## src/rtl/gcd_pkg.sv

```systemverilog
// Shared types and helpers for the binary GCD engine.
package gcd_pkg;

  // Controller states
  typedef enum logic [1:0] {
    ST_IDLE   = 2'd0,
    ST_REDUCE = 2'd1,
    ST_SUB    = 2'd2,
    ST_DONE   = 2'd3
  } gcd_state_e;

  // Datapath operation selected by the controller each cycle
  typedef enum logic [2:0] {
    DP_HOLD       = 3'd0,
    DP_LOAD       = 3'd1,
    DP_HALVE_BOTH = 3'd2,
    DP_HALVE_A    = 3'd3,
    DP_HALVE_B    = 3'd4,
    DP_SUB_AB     = 3'd5,
    DP_SUB_BA     = 3'd6
  } dp_op_e;

  // Bits needed to hold values 0 .. v-1
  function automatic int unsigned clog2(input int unsigned v);
    int unsigned r;
    r = 0;
    while ((64'd1 << r) < 64'(v)) r++;
    return r;
  endfunction

endpackage

```

## src/rtl/gcd_bin_dp.sv

```systemverilog
// Binary GCD datapath: operand registers, common-shift counter, compare/subtract/shift.
module gcd_bin_dp
  import gcd_pkg::*;
#(
  parameter int unsigned WIDTH = 16
) (
  input  logic             clk,
  input  logic             rst,
  input  dp_op_e           op,
  input  logic [WIDTH-1:0] in_a,
  input  logic [WIDTH-1:0] in_b,
  output logic             a_even,
  output logic             b_even,
  output logic             a_eq_b,
  output logic             a_gt_b,
  output logic [WIDTH-1:0] result_c
);

  localparam int unsigned KW = clog2(WIDTH + 1);

  logic [WIDTH-1:0] a;
  logic [WIDTH-1:0] b;
  logic [KW-1:0]    k;
  logic [WIDTH-1:0] a_minus_b;
  logic [WIDTH-1:0] b_minus_a;

  // Status flags and difference terms for the controller
  always_comb begin
    a_even    = ~a[0];
    b_even    = ~b[0];
    a_eq_b    = (a == b);
    a_gt_b    = (a > b);
    a_minus_b = a - b;
    b_minus_a = b - a;
    result_c  = a << k;
  end

  // Operand and shift-count registers updated by the selected operation
  always_ff @(posedge clk) begin
    if (rst) begin
      a <= '0;
      b <= '0;
      k <= '0;
    end else begin
      case (op)
        DP_LOAD: begin
          a <= in_a;
          b <= in_b;
          k <= '0;
        end
        DP_HALVE_BOTH: begin
          a <= a >> 1;
          b <= b >> 1;
          k <= k + KW'(1);
        end
        DP_HALVE_A: a <= a >> 1;
        DP_HALVE_B: b <= b >> 1;
        DP_SUB_AB:  a <= a_minus_b >> 1;
        DP_SUB_BA:  b <= b_minus_a >> 1;
        default: ;
      endcase
    end
  end

endmodule

```

## src/rtl/gcd_engine.sv

```systemverilog
// Stein GCD engine with valid/ready handshakes and a saturating cycle count.
module gcd_engine
  import gcd_pkg::*;
#(
  parameter int unsigned WIDTH = 16,
  parameter int unsigned CNT_W = 8
) (
  input  logic             clk,
  input  logic             rst,
  input  logic             in_valid,
  output logic             in_ready,
  input  logic [WIDTH-1:0] in_a,
  input  logic [WIDTH-1:0] in_b,
  output logic             out_valid,
  input  logic             out_ready,
  output logic [WIDTH-1:0] out_gcd,
  output logic [CNT_W-1:0] out_cycles
);

  gcd_state_e       state;
  gcd_state_e       state_nxt;
  dp_op_e           op;
  logic [CNT_W-1:0] cnt;
  logic [CNT_W-1:0] cnt_nxt;
  logic [CNT_W-1:0] cnt_inc;
  logic             out_valid_nxt;
  logic [WIDTH-1:0] out_gcd_nxt;
  logic [CNT_W-1:0] out_cycles_nxt;
  logic             a_even;
  logic             b_even;
  logic             a_eq_b;
  logic             a_gt_b;
  logic [WIDTH-1:0] result_c;

  // Ready is forced low while reset is asserted
  assign in_ready = (state == ST_IDLE) && !rst;

  gcd_bin_dp #(.WIDTH(WIDTH)) u_dp (
    .clk      (clk),
    .rst      (rst),
    .op       (op),
    .in_a     (in_a),
    .in_b     (in_b),
    .a_even   (a_even),
    .b_even   (b_even),
    .a_eq_b   (a_eq_b),
    .a_gt_b   (a_gt_b),
    .result_c (result_c)
  );

  // Next-state, datapath op and result capture
  always_comb begin
    state_nxt      = state;
    op             = DP_HOLD;
    cnt_nxt        = cnt;
    out_valid_nxt  = out_valid;
    out_gcd_nxt    = out_gcd;
    out_cycles_nxt = out_cycles;
    cnt_inc        = (cnt == {CNT_W{1'b1}}) ? cnt : cnt + CNT_W'(1);

    case (state)
      ST_IDLE: begin
        if (in_valid) begin
          op      = DP_LOAD;
          cnt_nxt = '0;
          if ((in_a == '0) || (in_b == '0)) begin
            state_nxt      = ST_DONE;
            out_valid_nxt  = 1'b1;
            out_gcd_nxt    = in_a | in_b;
            out_cycles_nxt = '0;
          end else begin
            state_nxt = ST_REDUCE;
          end
        end
      end
      ST_REDUCE: begin
        cnt_nxt = cnt_inc;
        if (a_even && b_even) op = DP_HALVE_BOTH;
        else                  state_nxt = ST_SUB;
      end
      ST_SUB: begin
        cnt_nxt = cnt_inc;
        if (a_even)      op = DP_HALVE_A;
        else if (b_even) op = DP_HALVE_B;
        else if (a_eq_b) begin
          state_nxt      = ST_DONE;
          out_valid_nxt  = 1'b1;
          out_gcd_nxt    = result_c;
          out_cycles_nxt = cnt_inc;
        end
        else if (a_gt_b) op = DP_SUB_AB;
        else             op = DP_SUB_BA;
      end
      ST_DONE: begin
        if (out_ready) begin
          out_valid_nxt = 1'b0;
          state_nxt     = ST_IDLE;
        end
      end
      default: state_nxt = ST_IDLE;
    endcase
  end

  // State, counter and output registers
  always_ff @(posedge clk) begin
    if (rst) begin
      state      <= ST_IDLE;
      cnt        <= '0;
      out_valid  <= 1'b0;
      out_gcd    <= '0;
      out_cycles <= '0;
    end else begin
      state      <= state_nxt;
      cnt        <= cnt_nxt;
      out_valid  <= out_valid_nxt;
      out_gcd    <= out_gcd_nxt;
      out_cycles <= out_cycles_nxt;
    end
  end

endmodule
```

## config.mk

```make
export PLATFORM = sky130hd
export DESIGN_NAME = gcd_engine
export DESIGN_NICKNAME = d
export VERILOG_FILES = /design/src/rtl/gcd_pkg.sv /design/src/rtl/gcd_bin_dp.sv /design/src/rtl/gcd_engine.sv
export SDC_FILE = /design/constraint.sdc
export NUM_CORES = 1
export LEC_CHECK = 0
export ABC_CLOCK_PERIOD_IN_PS = 3000
export BUFFER_PORTS_ARGS = -buffer_cell sky130_fd_sc_hd__buf_2
export CAP_MARGIN = 20
export CORE_MARGIN = 2
export CORE_UTILIZATION = 50
export DETAILED_ROUTE_END_ITERATION = 16
export PLACE_DENSITY = 0.72
export SETUP_SLACK_MARGIN = 0.15
export SLEW_MARGIN = 20
export SYNTH_ARGS = -nofsm -noshare
export SYNTH_HDL_FRONTEND = slang
export SYNTH_SLANG_ARGS = --single-unit
```

## constraint.sdc

```tcl
create_clock -name clk -period 3 [get_ports clk]
set_input_delay 0.45 -clock clk [delete_from_list [all_inputs] [get_ports clk]]
set_output_delay 0.45 -clock clk [all_outputs]
set_load 0.02 [all_outputs]
```

==> qor.csv <==
metric;value;unit
status;finished, final reports clean;
worst_pin_slew;0.7417;ns
antenna_left;0;
maxSlewHeadroom;0.5050;
fin_ws;0.1243;ns
place_ws;0.04148;ns
synth-seq-area-share;0.2365;
dp.cells;1007;
dp_hpwl;16.17;mm
yosysUniqueCellTypes;76;
cts_max_path_buffers;2;
drt_iter0_drc;903;
syn-num-nets;879;
drv_cap;0;
hp-class;primary input to flip-flop;
total_power;0.009440;W
dieArea;0.01309;mm²
core;0.01196;mm²
swShare;0.4969;
end_kind;flip-flop;
slew_violations;0;
timing.rr.start;u_dp.b[8]$_SDFFE_PP0P_;
layout-drive-gt1-share;0.2446;
rsz0062_at_grt;true;
clkSinkCount;72;
async_flop_share;0;
yosys_warnings;0;
cp_max_fo;7;
top_layer;met4;
grt.total_usage;0.3308;
pwr-share-seq;0.161;
clock_latency;0.35;ns
route.met2.wl;9.791;mm
start_util;0.5095;
synth_edf_count;0;
nFillCells;1063;
yosys.area.top_type;dfxtp_1;
num_vias;6949;
dr.pass1.iters;5;
path_delay_family;simple AND/OR/NAND/NOR gates;
cp-start-kind;flip-flop;
crit_buf_inv;2;
drc_errors;0;
hold_violations;0;
diodes;0;
leakagePower;2.955;nW
seq_area;0.001453;mm²
netlist_instances;801;
port_buffers;61;
synth_area_leaders;dfxtp_1, ha_1, nor2_1;
areaGrowthSynthToFinish;20.43;%
cp_cell_sequence;inv_1, ha_1, and4_4, nand4_1, buf_4, o211a_1, or4_4, and3_4, a221oi_1, a221oi_1;
syn_avg_cell_area;7.609;µm²
fin_skew;0.008507;ns
rows;40;
cts_tree;done;
drt-wirelength-per-cell;21.10;µm
path_class;flip-flop to flip-flop;
synth_top_cell_area_share;0.2365;
slowest_stage;or4_4;
final_cell_mix;nor2_1, dfxtp_1, buf_2;
wl_met1;8.640;mm
period_share;0.9586;
p_comb_frac;0.723;
multi_input_area;0.004387;mm²
grt_pass1_vias;6599;
drt_wl_total;21.82;mm
avgViaCountPerCell;6.721;
finalNetCount;960;
fin_setup_tns;0;ns
htree_levels;3;
ys.flop_type;dfxtp_1;
grt_max_degree;57;
grt_pass1_wl;33.95;mm
mostFrequentLayoutCell;nor2_1;
final_cells;1034;
die_x;114.4;µm
grt.overflow.total;0;
root_buffer;clkbuf_16;
p_sw;0.004690;W
required;3.20;ns
ios;62;
die-height;114.4;µm
antenna_found_initial;0;
wl_met3;2.216;mm
synthesis.area;0.006095;mm²
cts.clk_slew.worst_paths;0.06;ns
worst_path_most_repeated_cell;a221oi_1;
min_period;2.876;ns
ys_ff_latch;72;
hold_path_startpoint;in_a[3];
regToRegSetupSlack;0.12;ns
p_per_area;1286;mW/mm²
fmax;0.3477;GHz
clkPwrFrac;0.115;
crit_arrival;3.07;ns
setup_viol;0;
max_stage_delay;0.55;ns
cts_buffers;9;
peakVddDrop;0.0006432;V
startpoint;u_dp.b[8]$_SDFFE_PP0P_;
gp_congestion;1.015;
p_int;0.004749;W
## layer usage
metal	up-vias	global-route usage
li1	3140	-
met1	3249	0.4310
met3	115	0.07570
met2	445	0.5128
met5	-	0
met4	0	0.1675
## sequential cells by signal, summed over array words and instances (netlist names)
signal	flops
out_cycles	8
u_dp.k	5
out_gcd	16
out_valid	1
u_dp.a	16
state	2
cnt	8
u_dp.b	16
## cell usage after synthesis (all sizes together), types with 9 or more instances
cell      n
mux2i    12
o21a     13
nand2    60
dfxtp    72
o221a    14
nand3    22
o21ai    42
ha       40
xor2     11
a22oi    12
clkbuf   34
nor3     24
nor2    101
and3     15
a221oi   27
a211oi   15
xnor2    11
a21o      9
nand4    11
a21oi    54
o22ai    22
inv      46
buf      20
## power groups by stage
| stage | registers (W) | logic [W] | clock network, W |
|---|---|---|---|
| global placement | 0.00150 | 0.00603 | 0 |
| finish | 0.00152 | 0.00683 | 0.00109 |
| CTS | 0.00150 | 0.00642 | 0.00109 |
| global route | 0.00154 | 0.00733 | 0.00112 |
| floorplan | 0.00160 | 0.00423 | 0 |
| detailed placement | 0.00151 | 0.00616 | 0 |
## through the flow
stage | cell area (µm²) | hold slack, ns | util
after CTS | 7176 | 0.3880 | 0.5999
after detailed placement | 6739 | 0.4469 | 0.5634
after floorplan | 6095 | 0.4801 | -
final | 7340 | 0.3972 | 0.6136
after global routing | 7340 | 0.3941 | 0.6136
after global placement | 6739 | 0.4394 | 0.5634
## worst min-delay path, stage by stage
cell and delay (ns):
buf_2 0.12, nand2_1 0.06, a221oi_1 0.06
## cell type report
cell class | count | share of cell area
flip-flops and latches | 72 | 0.1979
multi-input cells | 628 | 0.5977
clock buffers | 10 | 0.03120
repair buffers | 124 | 0.1159
well taps | 147 | 0.02506
clock inverters | 6 | 0.008183
inverters | 47 | 0.02404
## repair_timing
| item | 4_1_cts | 5_1_grt |
|---|---|---|
| resized for setup | 23 | 34 |
| endpoints found under the hold margin | 0 | 0 |
| pin swaps | 4 | 7 |
| hold buffers | 0 | 0 |
| gates cloned | 1 | 0 |
| endpoints found under the setup margin | 37 | 56 |
| setup buffers | 6 | 4 |
## cell families after synthesis
group / share of synthesized area
AO/OA/AOI/OAI: 0.3079
multiplexers: 0.03079
adder cells (fa/ha/maj): 0.08869
XOR/XNOR: 0.03161
buffers and inverters: 0.07432
AND/OR/NAND/NOR: 0.2301
flip-flops: 0.2365
## final timing paths
| path | endpoint | cells after the start |
|---|---|---|
| min | u_dp.a[3]$_SDFFE_PP0P_ | 3 |
| max reg2reg | u_dp.a[10]$_SDFFE_PP0P_ | 10 |
| min reg2reg | out_cycles[6]$_SDFFE_PP0P_ | 2 |
| max | u_dp.a[10]$_SDFFE_PP0P_ | 10 |
No activity file was read; power rests on OpenSTA's default activity.
